--- config.mk ---
export PLATFORM = sky130hd
export DESIGN_NAME = dcm_reset_sequencer_flat
export DESIGN_NICKNAME = d
export VERILOG_FILES = /design/src/rtl/dcm_reset_sequencer_if.sv /design/src/rtl/dcm_reset_sequencer.sv /design/src/flat_wrapper.sv
export SDC_FILE = /design/constraint.sdc
export NUM_CORES = 1
export LEC_CHECK = 0
export ABC_AREA = 1
export ABC_CLOCK_PERIOD_IN_PS = 1800
export BUFFER_PORTS_ARGS = -buffer_cell sky130_fd_sc_hd__buf_2
export CAP_MARGIN = 20
export CORE_UTILIZATION = 47
export CTS_CLUSTER_SIZE = 30
export DETAILED_ROUTE_END_ITERATION = 10
export PLACE_DENSITY = 0.63
export SLEW_MARGIN = 20
export SYNTH_ARGS = -nofsm -noshare
export SYNTH_HDL_FRONTEND = slang
export SYNTH_SLANG_ARGS = --single-unit
export TNS_END_PERCENT = 100
--- constraint.sdc ---
create_clock -name CLK33 -period 1.8 [get_ports CLK33]
set_input_delay 0.27 -clock CLK33 [delete_from_list [all_inputs] [get_ports CLK33]]
set_output_delay 0.27 -clock CLK33 [all_outputs]
set_load 0.05 [all_outputs]
--- src/rtl/dcm_reset_sequencer_if.sv ---
// Signal bundle between the DCM reset sequencer (master) and the DCM/housekeeping side (slave).
// Clock and reset stay outside the bundle as plain ports of the sequencer.
interface dcm_reset_sequencer_if;
  logic       dcm_reset_req_i;
  logic [2:0] dcm_status_i;
  logic       dcm_reset_o;
  logic       dcm_ready_o;
  logic       fault_o;
  logic [2:0] retry_count_o;
  logic [7:0] lock_loss_count_o;
  logic [2:0] state_o;

  modport master (
    input  dcm_reset_req_i, dcm_status_i,
    output dcm_reset_o, dcm_ready_o, fault_o, retry_count_o, lock_loss_count_o, state_o
  );

  modport slave (
    output dcm_reset_req_i, dcm_status_i,
    input  dcm_reset_o, dcm_ready_o, fault_o, retry_count_o, lock_loss_count_o, state_o
  );
endinterface

--- src/rtl/dcm_reset_sequencer.sv ---
// Sequences the CLK125->CLK250 DCM reset, waits for a stable lock and retries on timeout or lock loss.
// Runs on CLK33, which is independent of the DCM it controls.
module dcm_reset_sequencer #(
  parameter int RST_CYCLES    = 8,
  parameter int LOCK_TIMEOUT  = 65535,
  parameter int SETTLE_CYCLES = 1024,
  parameter int MAX_RETRIES   = 7,
  parameter int CNT_WIDTH     = 16
) (
  input  logic                  CLK33,
  input  logic                  rst_n_i,
  dcm_reset_sequencer_if.master bus
);

  typedef enum logic [2:0] {
    ST_RST_ASSERT = 3'd0,
    ST_WAIT_LOCK  = 3'd1,
    ST_SETTLE     = 3'd2,
    ST_READY      = 3'd3,
    ST_FAULT      = 3'd4
  } state_e;

  localparam logic [CNT_WIDTH-1:0] CNT_ZERO     = {CNT_WIDTH{1'b0}};
  localparam logic [CNT_WIDTH-1:0] CNT_ONE      = CNT_WIDTH'(1);
  localparam logic [CNT_WIDTH-1:0] RST_LAST     = CNT_WIDTH'(RST_CYCLES - 1);
  localparam logic [CNT_WIDTH-1:0] TIMEOUT_LAST = CNT_WIDTH'(LOCK_TIMEOUT - 1);
  localparam logic [CNT_WIDTH-1:0] SETTLE_LAST  = CNT_WIDTH'(SETTLE_CYCLES - 1);
  localparam logic [2:0]           RETRY_MAX    = 3'(MAX_RETRIES);

  state_e               state_q, state_d;
  logic [CNT_WIDTH-1:0] cnt_q, cnt_d;
  logic [2:0]           retry_q, retry_d;
  logic [7:0]           loss_q, loss_d;
  logic                 reset_q, reset_d;
  logic                 ready_q, ready_d;
  logic                 fault_q, fault_d;
  logic [1:0]           meta_q, sync_q;
  logic                 lock_ok_s;
  state_e               retry_state_s;
  logic [2:0]           retry_inc_s;
  logic                 unused_phase_ovf_s;

  // Bit 1 of the synchronized pair is LOCKED, bit 0 is CLKIN-stopped.
  assign lock_ok_s          = sync_q[1] & ~sync_q[0];
  assign unused_phase_ovf_s = bus.dcm_status_i[0];

  // Outcome of a retry: another reset attempt, or FAULT once the budget is spent.
  always_comb begin
    if (retry_q == RETRY_MAX) begin
      retry_state_s = ST_FAULT;
      retry_inc_s   = retry_q;
    end else begin
      retry_state_s = ST_RST_ASSERT;
      retry_inc_s   = retry_q + 3'd1;
    end
  end

  // Next-state, counter and statistics logic; a software request outranks everything except RST_ASSERT.
  always_comb begin
    state_d = state_q;
    cnt_d   = cnt_q;
    retry_d = retry_q;
    loss_d  = loss_q;
    case (state_q)
      ST_RST_ASSERT: begin
        if (cnt_q == RST_LAST) begin
          state_d = ST_WAIT_LOCK;
          cnt_d   = CNT_ZERO;
        end else begin
          cnt_d = cnt_q + CNT_ONE;
        end
      end
      ST_WAIT_LOCK: begin
        if (bus.dcm_reset_req_i) begin
          state_d = ST_RST_ASSERT;
          cnt_d   = CNT_ZERO;
          retry_d = 3'd0;
        end else if (lock_ok_s) begin
          state_d = ST_SETTLE;
          cnt_d   = CNT_ZERO;
        end else if (cnt_q == TIMEOUT_LAST) begin
          state_d = retry_state_s;
          cnt_d   = CNT_ZERO;
          retry_d = retry_inc_s;
        end else begin
          cnt_d = cnt_q + CNT_ONE;
        end
      end
      ST_SETTLE: begin
        if (bus.dcm_reset_req_i) begin
          state_d = ST_RST_ASSERT;
          cnt_d   = CNT_ZERO;
          retry_d = 3'd0;
        end else if (!lock_ok_s) begin
          state_d = retry_state_s;
          cnt_d   = CNT_ZERO;
          retry_d = retry_inc_s;
        end else if (cnt_q == SETTLE_LAST) begin
          state_d = ST_READY;
          cnt_d   = CNT_ZERO;
          retry_d = 3'd0;
        end else begin
          cnt_d = cnt_q + CNT_ONE;
        end
      end
      ST_READY: begin
        // A loss is counted even when a request arrives on the same cycle.
        if (!lock_ok_s && (loss_q != 8'hFF)) begin
          loss_d = loss_q + 8'd1;
        end else begin
          loss_d = loss_q;
        end
        if (bus.dcm_reset_req_i || !lock_ok_s) begin
          state_d = ST_RST_ASSERT;
          cnt_d   = CNT_ZERO;
          retry_d = 3'd0;
        end else begin
          state_d = ST_READY;
        end
      end
      ST_FAULT: begin
        if (bus.dcm_reset_req_i) begin
          state_d = ST_RST_ASSERT;
          cnt_d   = CNT_ZERO;
          retry_d = 3'd0;
        end else begin
          state_d = ST_FAULT;
        end
      end
      default: begin
        state_d = ST_RST_ASSERT;
        cnt_d   = CNT_ZERO;
        retry_d = 3'd0;
      end
    endcase
    reset_d = (state_d == ST_RST_ASSERT);
    ready_d = (state_d == ST_READY);
    fault_d = (state_d == ST_FAULT);
  end

  // State, counters, registered outputs and the two-flop status synchronizer.
  always_ff @(posedge CLK33) begin
    if (!rst_n_i) begin
      state_q <= ST_RST_ASSERT;
      cnt_q   <= CNT_ZERO;
      retry_q <= 3'd0;
      loss_q  <= 8'd0;
      reset_q <= 1'b1;
      ready_q <= 1'b0;
      fault_q <= 1'b0;
      meta_q  <= 2'b00;
      sync_q  <= 2'b00;
    end else begin
      state_q <= state_d;
      cnt_q   <= cnt_d;
      retry_q <= retry_d;
      loss_q  <= loss_d;
      reset_q <= reset_d;
      ready_q <= ready_d;
      fault_q <= fault_d;
      meta_q  <= bus.dcm_status_i[2:1];
      sync_q  <= meta_q;
    end
  end

  assign bus.dcm_reset_o       = reset_q;
  assign bus.dcm_ready_o       = ready_q;
  assign bus.fault_o           = fault_q;
  assign bus.retry_count_o     = retry_q;
  assign bus.lock_loss_count_o = loss_q;
  assign bus.state_o           = state_q;

endmodule

--- src/flat_wrapper.sv ---
// flat-port wrapper written by rule: the top's interface ports become plain ports
module dcm_reset_sequencer_flat 
#(
  parameter int RST_CYCLES    = 8,
  parameter int LOCK_TIMEOUT  = 65535,
  parameter int SETTLE_CYCLES = 1024,
  parameter int MAX_RETRIES   = 7,
  parameter int CNT_WIDTH     = 16
)
  (CLK33, rst_n_i, bus_dcm_reset_req_i, bus_dcm_status_i, bus_dcm_reset_o, bus_dcm_ready_o, bus_fault_o, bus_retry_count_o, bus_lock_loss_count_o, bus_state_o);
  dcm_reset_sequencer_if bus_i ();
  input  logic CLK33;
  input  logic rst_n_i;
  input wire logic [$bits(bus_i.dcm_reset_req_i)-1:0] bus_dcm_reset_req_i;
  input wire logic [$bits(bus_i.dcm_status_i)-1:0] bus_dcm_status_i;
  output wire logic [$bits(bus_i.dcm_reset_o)-1:0] bus_dcm_reset_o;
  output wire logic [$bits(bus_i.dcm_ready_o)-1:0] bus_dcm_ready_o;
  output wire logic [$bits(bus_i.fault_o)-1:0] bus_fault_o;
  output wire logic [$bits(bus_i.retry_count_o)-1:0] bus_retry_count_o;
  output wire logic [$bits(bus_i.lock_loss_count_o)-1:0] bus_lock_loss_count_o;
  output wire logic [$bits(bus_i.state_o)-1:0] bus_state_o;
  assign bus_i.dcm_reset_req_i = bus_dcm_reset_req_i;
  assign bus_i.dcm_status_i = bus_dcm_status_i;
  assign bus_dcm_reset_o = bus_i.dcm_reset_o;
  assign bus_dcm_ready_o = bus_i.dcm_ready_o;
  assign bus_fault_o = bus_i.fault_o;
  assign bus_retry_count_o = bus_i.retry_count_o;
  assign bus_lock_loss_count_o = bus_i.lock_loss_count_o;
  assign bus_state_o = bus_i.state_o;
  dcm_reset_sequencer #(.RST_CYCLES(RST_CYCLES), .LOCK_TIMEOUT(LOCK_TIMEOUT), .SETTLE_CYCLES(SETTLE_CYCLES), .MAX_RETRIES(MAX_RETRIES), .CNT_WIDTH(CNT_WIDTH)) u_core (.CLK33(CLK33), .rst_n_i(rst_n_i), .bus(bus_i));
endmodule
==> parameters.txt <==
Parameter                              Value

Status
  Result of the run ... finished clean

Global routing
  Pin count of the biggest net entering global routing ... 14
  First-pass GRT wire length ... 7450 um
  Grt total ovfl ... 0
  Total track usage ... 19.5%
  Antenna violations before repair ... 0
  Via count of the first global-routing pass ... 1676

Worst hold path
  Hold/Removal Path Class ... input pin to flop

Final layout
  Non-filler cells in the finished layout ... 393
  Area taken by flip-flops and latches ... 741 sq um
  Area used by multi-input combinational logic ... 0.00117 sq mm
  Commonest cells after routing, fill and taps aside ... 72 x nand2_1, 47 x inv_1, 39 x nor2_1
  Total Nets Final ... 351
  Number of filler instances in the final layout ... 470
  Layout overhead on the synthesized area ... 12.1%
  Most frequent standard cell in the layout excluding fill and tap cells ... nand2_1
  Fraction of final layout cells sized beyond drive strength 1 ... 19.6%
  Count of antenna diodes in the layout ... 0

Clock network
  Sink count of the clock tree ... 37
  Latest clock arrival within the worst-skew pair ... 0.29 ns
  Post-CTS Hold Fix Bufs ... 0
  Number of clock buffers inserted by TritonCTS ... 5
  Clock-pin slew of the registers on the worst-case setup and hold paths ... 0.07 ns
  Clock tree from TritonCTS ... done
  CTS Root Cell ... clkbuf_8
  Max clock buf depth ... 2
  # H-tree levels ... 2

Setup path
  Critical path required time ... 1.98 ns
  Worst-path maximum fanout ... 13
  Type of destination of the critical path ... flop
  Element type at the critical path start ... flop
  Crit Path Category ... flop to flop
  Data arrival time at the worst-slack endpoint ... 1.82 ns

Yosys
  Simple-gate share of the synthesized area ... 41.2%
  Proportion of synthesized area in mux cells ... 0%
  Average footprint of a synthesized cell ... 6.78 sq um
  Flop and latch count out of synthesis ... 37
  Complex-gate fraction of the synthesized area ... 6.74%
  Gate count after technology mapping ... 315
  Netlist Area Pre-Place ... 0.00214 sq mm
  Leading post-synthesis cells by cell area ... dfxtp_1 35%, nand2_1 13%, inv_1 8.3%, nor2_1 6.9%, nand3_1 6.8%
  Number of library cell types mapped by synthesis ... 32
  Fraction of the yosys area taken by sequential cells ... 34.7%
  Post-Syn Nets ... 325
  Post-synthesis adder-cell area fraction ... 2.34%
  Warnings, synthesis ... 0
  Xor-xnor portion of the synthesized cell area ... 4.10%
  Largest area contributor in the netlist ... dfxtp_1
  Area fraction of the dominant cell type after synthesis ... 34.7%
  Combinational family with the most area after synthesis ... simple AND/OR/NAND/NOR gates

Route
  DRT antenna net count ... 0
  Routed wire length per instance ... 10.9 um
  Via count ... 1907
  Residual DRC ... 0
  Wire length reported by the detailed router ... 4270 um
  Router iterations before antenna repair ... 4
  First-iteration detailed-routing DRC count ... 69
  Vias per std cell ... 4.85

Placement
  Total half-perimeter wirelength after legalization and detailed placement ... 3240 um
  Cell count after placement ... 386
  Weighted congestion at the end of routability-driven global placement ... 0.829
  Worst slack at placement ... 0.109 ns
  IO buf count ... 21

Power and ir drop
  IR drop worst, VDD ... 0.517 mV
  Power consumption ... 0.00159 W
  PwrDens ... 666 mW/mm^2
  Leakage ... 1.09 nW

Floorplanning
  Width of the die ... 69.4 um
  IO Pins ... 23
  Die Area ... 0.00482 sq mm
  Total core area ... 0.00435 sq mm
  Starting density of the core ... 49.1%
  Placement Rows ... 24
  Die span in y ... 69.4 um

Timing
  Shortest clock period the worst path allows after layout ... 1.64 ns
  Final hold violations ... 0
  Setup violation total in the final timing report ... 0
  Period Utilization, post-route ... 91.2%
  Hold slack final ... 0.156 ns
  Number of max-slew violations in the final report ... 0
  Worst relative slew slack ... 71.8%
  Pin slew with the least headroom to its limit ... 0.422 ns
  Unrepaired setup endpoints after global routing ... no
  Peak Freq ... 0.609 GHz
  Final setup skew ... 0.00864 ns
  Final WS setup ... 0.159 ns
  Sum Neg Setup Slack ... 0 ns

Run
  MaxCap Viol Count ... 0
layout make-up:
class / instances / area share [%]
clock buffers: 5 / 2.87
well taps: 52 / 2.72
clock inverters: 2 / 1.46
multi-input cells: 223 / 48.9
inverters: 51 / 8.10
repair buffers: 23 / 5.02
flip-flops and latches: 37 / 30.9
kinds of logic (layout without fill, tap and decap cells):
| group | Yosys count | in the layout |
|---|---|---|
| AND/OR/NAND/NOR | 185 | 185 |
| buffers and inverters | 55 | 81 |
| flip-flops | 37 | 37 |
| AO/OA/AOI/OAI | 24 | 24 |
| XOR/XNOR | 10 | 10 |
| adder cells (fa/ha/maj) | 4 | 4 |
cell usage after synthesis:
cell type,instances
nand2_1,72
nand4_1,5
xor2_1,5
xnor2_1,5
o21ai_4,1
nand4_4,1
nor3_1,7
buf_6,1
dfxtp_1,37
o31ai_1,1
nand2_4,1
a21oi_1,10
nand2_2,8
buf_12,1
nand3b_1,1
nor2_4,2
clkbuf_1,2
inv_2,3
inv_1,47
nor2_2,15
nor4_1,1
nor3_2,1
inv_4,1
a21oi_2,1
o21bai_1,1
ha_1,4
nor2_1,39
nand3_1,29
o21ai_0,8
o211ai_1,1
nand3_2,3
o22ai_1,1
critical path, cell delays in order, from the launching register on:
cell,delay (ns)
dfxtp_1,0.38
ha_1,0.18
nand2_1,0.07
inv_1,0.08
nand2_1,0.08
nor2_2,0.17
nand2_2,0.08
nand2_2,0.10
nand4_4,0.15
nand2_8,0.16
nor2_1,0.06
power by group:
group	switching, W	leakage, nW	internal, W
Combinational	0.0000432	0.734	0.0000219
Sequential	0.00000792	0.299	0.000829
Clock	0.000290	0.0540	0.000403
Total	0.000341	1.09	0.00125
per-stage QoR:
step           util, %  cell area (sq um)
5_1_grt           55.0               2390
3_5_place_dp      52.4               2280
2_1_floorplan        -               2140
4_1_cts           54.8               2390
3_3_place_gp      52.4               2280
6_report          55.0               2390
routing by layer:
metal / wire [um] / share of wire [%] / GRT usage (%) / vias up
li1: - / - / - / 1041
met1: 2170 / 51 / 25.1 / 836
met2: 1920 / 45 / 31.4 / 24
met3: 121 / 2.8 / 4.80 / 6
met4: 64 / 1.5 / 7.48 / 0
met5: 0 / 0 / 0 / -
what timing repair did:
| action | in CTS | in global routing |
|---|---|---|
| endpoints found under the setup margin | 0 | 5 |
| buffers inserted | 0 | 0 |
| resized for setup | 0 | 1 |
state kept, by name, indices dropped and copies added (netlist names), 2 cells and up:
name / flops
u_core.cnt_q: 16
u_core.bus.lock_loss_count_o: 8
u_core.bus.retry_count_o: 3
u_core.bus.state_o: 3
u_core.meta_q: 2
u_core.sync_q: 2
worst paths after layout:
check	slack, ns	endpoint	cells after the start	from
min	0.16	u_core.meta_q[0]	3	bus_dcm_status_i[1]
max	0.16	u_core.cnt_q[13]	10	u_core.cnt_q[0]
max reg2reg	0.16	u_core.cnt_q[13]	10	u_core.cnt_q[0]
min reg2reg	0.42	u_core.sync_q[1]	2	u_core.meta_q[1]
Power figures use the tool's default switching activity.
